==> src/rtl/control_sequencer.sv <==
// control_sequencer
//   Hardwired control unit for the datapath. Steps a fetch (T0-T2) /
//   execute (T3-T6) sequence, one step per clk cycle, and decodes the opcode
//   held in IR to choose the execute steps for ALU-R ops, mul/div, nop and
//   halt. Every control output is a pure decode of the state register and
//   IR_Data[31:27].
//
// Ports
//   clk, reset          : clock; synchronous active-high reset to IDLE
//   run                 : start/continue, sampled in IDLE and final steps
//   IR_Data[31:0]       : instruction register contents (opcode in [31:27])
//   PC_select .. HI_enable : datapath enables/selects
//   alu_instruction[4:0]: ALU opcode, non-zero only in T4
//   Gra/Grb/Grc, Rin, Rout : general-register operand select and direction
//   instr_done          : pulse in the last step of each instruction
//   halted              : high while in HALT
//   illegal_op          : pulse in T3 for an undefined opcode
//   state_o[3:0]        : debug view of the state register
//                         (IDLE=0, T0..T6=1..7, HALT=8)
//
// Handshake: there is no valid/ready pair here; run is a level that is only
// looked at in IDLE and in an instruction's final step, so dropping it
// mid-instruction lets the current instruction finish.
module control_sequencer (
    input  logic        clk,
    input  logic        reset,
    input  logic        run,
    input  logic [31:0] IR_Data,
    output logic        PC_select,
    output logic        MAR_enable,
    output logic        PC_increment_enable,
    output logic        Z_enable,
    output logic        Z_LO_select,
    output logic        Z_HI_select,
    output logic        PC_enable,
    output logic        read,
    output logic        MDR_enable,
    output logic        MDR_select,
    output logic        IR_enable,
    output logic        Y_enable,
    output logic        LO_enable,
    output logic        HI_enable,
    output logic [4:0]  alu_instruction,
    output logic        Gra,
    output logic        Grb,
    output logic        Grc,
    output logic        Rin,
    output logic        Rout,
    output logic        instr_done,
    output logic        halted,
    output logic        illegal_op,
    output logic [3:0]  state_o
);

    typedef enum logic [3:0] {
        S_IDLE = 4'd0,
        S_T0   = 4'd1,
        S_T1   = 4'd2,
        S_T2   = 4'd3,
        S_T3   = 4'd4,
        S_T4   = 4'd5,
        S_T5   = 4'd6,
        S_T6   = 4'd7,
        S_HALT = 4'd8
    } state_t;

    state_t state_q, state_d;

    logic [4:0] opcode;
    logic       is_alu, is_muldiv, is_nop, is_halt;
    logic       unused_ir;

    assign opcode    = IR_Data[31:27];
    // Register fields are consumed by the datapath, not by this decode.
    assign unused_ir = ^IR_Data[26:0];

    assign is_alu    = (opcode >= 5'b00011) && (opcode <= 5'b01011);
    assign is_muldiv = (opcode == 5'b01111) || (opcode == 5'b10000);
    assign is_nop    = (opcode == 5'b11010);
    assign is_halt   = (opcode == 5'b11011);

    assign state_o = state_q;

    always_ff @(posedge clk) begin
        if (reset) begin
            state_q <= S_IDLE;
        end else begin
            state_q <= state_d;
        end
    end

    always_comb begin
        state_d             = state_q;
        PC_select           = 1'b0;
        MAR_enable          = 1'b0;
        PC_increment_enable = 1'b0;
        Z_enable            = 1'b0;
        Z_LO_select         = 1'b0;
        Z_HI_select         = 1'b0;
        PC_enable           = 1'b0;
        read                = 1'b0;
        MDR_enable          = 1'b0;
        MDR_select          = 1'b0;
        IR_enable           = 1'b0;
        Y_enable            = 1'b0;
        LO_enable           = 1'b0;
        HI_enable           = 1'b0;
        alu_instruction     = 5'd0;
        Gra                 = 1'b0;
        Grb                 = 1'b0;
        Grc                 = 1'b0;
        Rin                 = 1'b0;
        Rout                = 1'b0;
        instr_done          = 1'b0;
        halted              = 1'b0;
        illegal_op          = 1'b0;

        case (state_q)
            S_IDLE: begin
                if (run) state_d = S_T0;
            end
            S_T0: begin
                PC_select           = 1'b1;
                MAR_enable          = 1'b1;
                PC_increment_enable = 1'b1;
                Z_enable            = 1'b1;
                state_d             = S_T1;
            end
            S_T1: begin
                Z_LO_select = 1'b1;
                PC_enable   = 1'b1;
                read        = 1'b1;
                MDR_enable  = 1'b1;
                state_d     = S_T2;
            end
            S_T2: begin
                MDR_select = 1'b1;
                IR_enable  = 1'b1;
                state_d    = S_T3;
            end
            S_T3: begin
                if (is_alu) begin
                    Grb      = 1'b1;
                    Rout     = 1'b1;
                    Y_enable = 1'b1;
                    state_d  = S_T4;
                end else if (is_muldiv) begin
                    Gra      = 1'b1;
                    Rout     = 1'b1;
                    Y_enable = 1'b1;
                    state_d  = S_T4;
                end else if (is_halt) begin
                    instr_done = 1'b1;
                    state_d    = S_HALT;
                end else begin
                    // nop and undefined opcodes both end here.
                    illegal_op = !is_nop;
                    instr_done = 1'b1;
                    state_d    = run ? S_T0 : S_IDLE;
                end
            end
            S_T4: begin
                Rout            = 1'b1;
                Z_enable        = 1'b1;
                alu_instruction = opcode;
                Grc             = is_alu;
                Grb             = is_muldiv;
                state_d         = S_T5;
            end
            S_T5: begin
                Z_LO_select = 1'b1;
                if (is_muldiv) begin
                    LO_enable = 1'b1;
                    state_d   = S_T6;
                end else begin
                    Gra        = 1'b1;
                    Rin        = 1'b1;
                    instr_done = 1'b1;
                    state_d    = run ? S_T0 : S_IDLE;
                end
            end
            S_T6: begin
                Z_HI_select = 1'b1;
                HI_enable   = 1'b1;
                instr_done  = 1'b1;
                state_d     = run ? S_T0 : S_IDLE;
            end
            S_HALT: begin
                halted = 1'b1;
            end
            default: begin
                state_d = S_IDLE;
            end
        endcase
    end

endmodule

==> config.mk <==
export PLATFORM = sky130hd
export DESIGN_NAME = control_sequencer
export DESIGN_NICKNAME = d
export VERILOG_FILES = /design/src/rtl/control_sequencer.sv
export SDC_FILE = /design/constraint.sdc
export NUM_CORES = 1
export LEC_CHECK = 0
export CAP_MARGIN = 10
export CORE_MARGIN = 5
export CORE_UTILIZATION = 28
export CTS_CLUSTER_SIZE = 30
export DETAILED_ROUTE_END_ITERATION = 10
export PLACE_DENSITY = 0.84
export SYNTH_ARGS = -nofsm -noshare
export SYNTH_HDL_FRONTEND = slang
export SYNTH_SLANG_ARGS = --single-unit
==> constraint.sdc <==
create_clock -name clk -period 3.6 [get_ports clk]
set_clock_uncertainty 0.05 [all_clocks]
set_input_delay 0.72 -clock clk [delete_from_list [all_inputs] [get_ports clk]]
set_output_delay 0.72 -clock clk [all_outputs]
set_load 0.005 [all_outputs]
==> results.md <==
* Status: completed
* Worst Path Required at 2.83 ns
* H-Tree Depth at 1
* Dpl ws at about 0.032 ns
* CTS tree: built
* Xor/xnor share of the synthesized area at 1.57%
* Post-Route Setup TNS at 0 ns
* Clk_lat worst skew at 0.23 ns
* Setup ws final at 0.104 ns
* Post-CTS resize count at 0
* Post-Route WL at about 1800 um
* Post-Syn Instances at 83
* Most common cell after layout, fill and taps aside: clkdlybuf4s50_1
* Crit-path max FO at 5
* Initial antenna violation count at 0
* Clock sinks at 4
* Grt ovf at 0
* Max reg flops at 4
* Synth Area in Simple Gates at 42.2%
* Die X at 54.6 um
* Hold WS at ~0.64 ns
* Crit path arrival time at 2.73 ns
* DP Area at 947 sq um
* Clk root buf: clkbuf_4
* Detailed Routing Iterations Pass 1 at 5
* Ys flop type: dfxtp_1
* Multiplexer area fraction after synthesis at 0%
* PD cells at 192 nW/um^2
* Crit path launch type: input port
* Share of cells above drive strength 1 at 11.8%
* Fin. max-slew vios at 0
* Clock transition at path regs at about 0.04 ns
* First-pass GRT wire length at 2550 um
* Nets at about 160
* Post-CTS Setup Bufs at 0
* Crit. End Element: output pin
* CTS max path bufs at 2
* Commonest non-fill, non-tap cells in the layout: 37 x clkdlybuf4s50_1, 10 x nor2_1, 7 x nor3_1
* GRT Util Overall at 11.3%
* Via density at 4.96
* Final setup violation count at 0
* Diode count at 0
* DRT antenna net count at 0
* Wire per inst at 12.4 um
* Die H at around 55 um
* FMAX at 286 MHz
* Post-CTS Hold Fix Bufs at 0
* Initial DRC count at 14
* Final HPWL DP at 1470 um
* Endpoints failing hold at 0
* I/O Buffers at 38
* R2r startpoint: state_o[1]
* Adder-cell share of the synthesized area at 0%
* Async S/R FF share, synth at 0%
* Ports at 66
* Post-synthesis sequential area ratio at about 14%
* Setup Crit Path Kind: input port to output pin
* Worst Setup SP: IR_Data[30]
* Pint at 130 uW
* Period minus WS final at 3.50 ns
* Sequential share of power at 29.7%
* Mapped Area at around 560 sq um
* Switch share at 31.0%
* Mean post-synth cell area at 6.72 sq um
* Drt drc at 0
* Largest family of logic cells by synthesized area: simple AND/OR/NAND/NOR gates
* Clock network power share at between 20 and 30%
* Final GP Congestion at roughly 0.79
* Row Count at 16
* Worst Hold Class: flip-flop to flip-flop
* Core Area at 1920 sq um
* Final period util at 97.1%
* Slew headroom at 65.9%
* Vias at 724
* P_sw at around 58 uW
* Leak pwr at 0.000367 uW
* Worst Max-Slew Pin Slew at just over 0.5 ns
* Post-route cell area at between 900 and 1000 sq um
* Max cap viols at 0
* Vias in the first global route at 604
* Yosys warns at 0
* Synth Register Bits at 4
* EDFF count, synth at 0
* Starting density of the core at 29.0%
* Library cells used by synthesis at 31
* Comb pwr share at 42.0%
* Area Growth Syn to Fin at 74.9%
* Largest net degree at the start of global routing at 18
* Maximum vdd drop at 154 uV
* Compound-Gate Fraction of Synth Area at 27.4%
* RSZ-0062 raised after global routing: no
* Mapped Nets at between 100 and 150
* CTS Buf Count at 3
* Die Area at 2990 sq um
* Hold path startpoint: state_o[0]
## logic make-up after synthesis
family,Yosys count
and+or+nand+nor,42
AOI/OAI and AO/OA,22
buffers and inverters,14
DFF,4
xor gates and xnor gates,1
## Yosys cell counts (all sizes together), types with 3 or more instances
cell,number,area [sq um]
nand2,3,11.3
nor3,7,35.0
dfxtp,4,80.1
o21ai,4,20.0
nand2b,5,31.3
a211oi,4,35.0
buf,9,62.6
and2,4,25.0
nor2,10,37.5
a21oi,5,25.0
o22ai,3,18.8
## layer usage
metal	up-vias	GRT usage [%]	routed length (um)
li1	369	-	-
met1	329	14.5	735
met2	26	18.1	967
met3	0	2.45	111
met4	0	4.56	0
met5	-	0	0
## critical path, stage by stage
cell and delay (ns):
clkdlybuf4s50_1 0.43, or4b_4 0.55, o22a_4 0.27, a21oi_2 0.14, nand2b_1 0.11, clkdlybuf4s50_1 0.50
## path summary, 6_finish.rpt
| path | endpoint | slack (ns) | depth (start not counted) |
|---|---|---|---|
| setup / recovery | Rout | 0.10 | 6 |
| hold / removal | state_o[3] | 0.64 | 1 |
| setup reg to reg | state_o[2] | 1.98 | 4 |
| hold reg to reg | state_o[3] | 0.64 | 1 |
## power by group through the flow
stage | clock network [uW] | registers (uW) | logic (uW)
floorplan | 0 | 49.9 | 46.0
global placement | 0 | 55.9 | 76.6
detailed placement | 0 | 56.2 | 78.6
CTS | 55.4 | 55.5 | 79.1
global route | 58.4 | 56.3 | 85.5
finish | 53.1 | 55.7 | 79.0
## area by class of cell
cell class                 count  area (sq um)
inverter                       3          11.3
clock buffer                   3          22.5
tap                           27          33.8
timing repair buffer          44           428
sequential                     4          80.1
multi-input combinational     65           400
fill                         199           946
## stage by stage
step	instances	utilization, %	total power [uW]
6_report	146	50.8	188
5_1_grt	146	50.8	200
4_1_cts	146	50.5	190
3_5_place_dp	143	49.3	135
3_3_place_gp	143	49.3	133
2_1_floorplan	83	-	95.9
(Power assumes the default switching activity.)
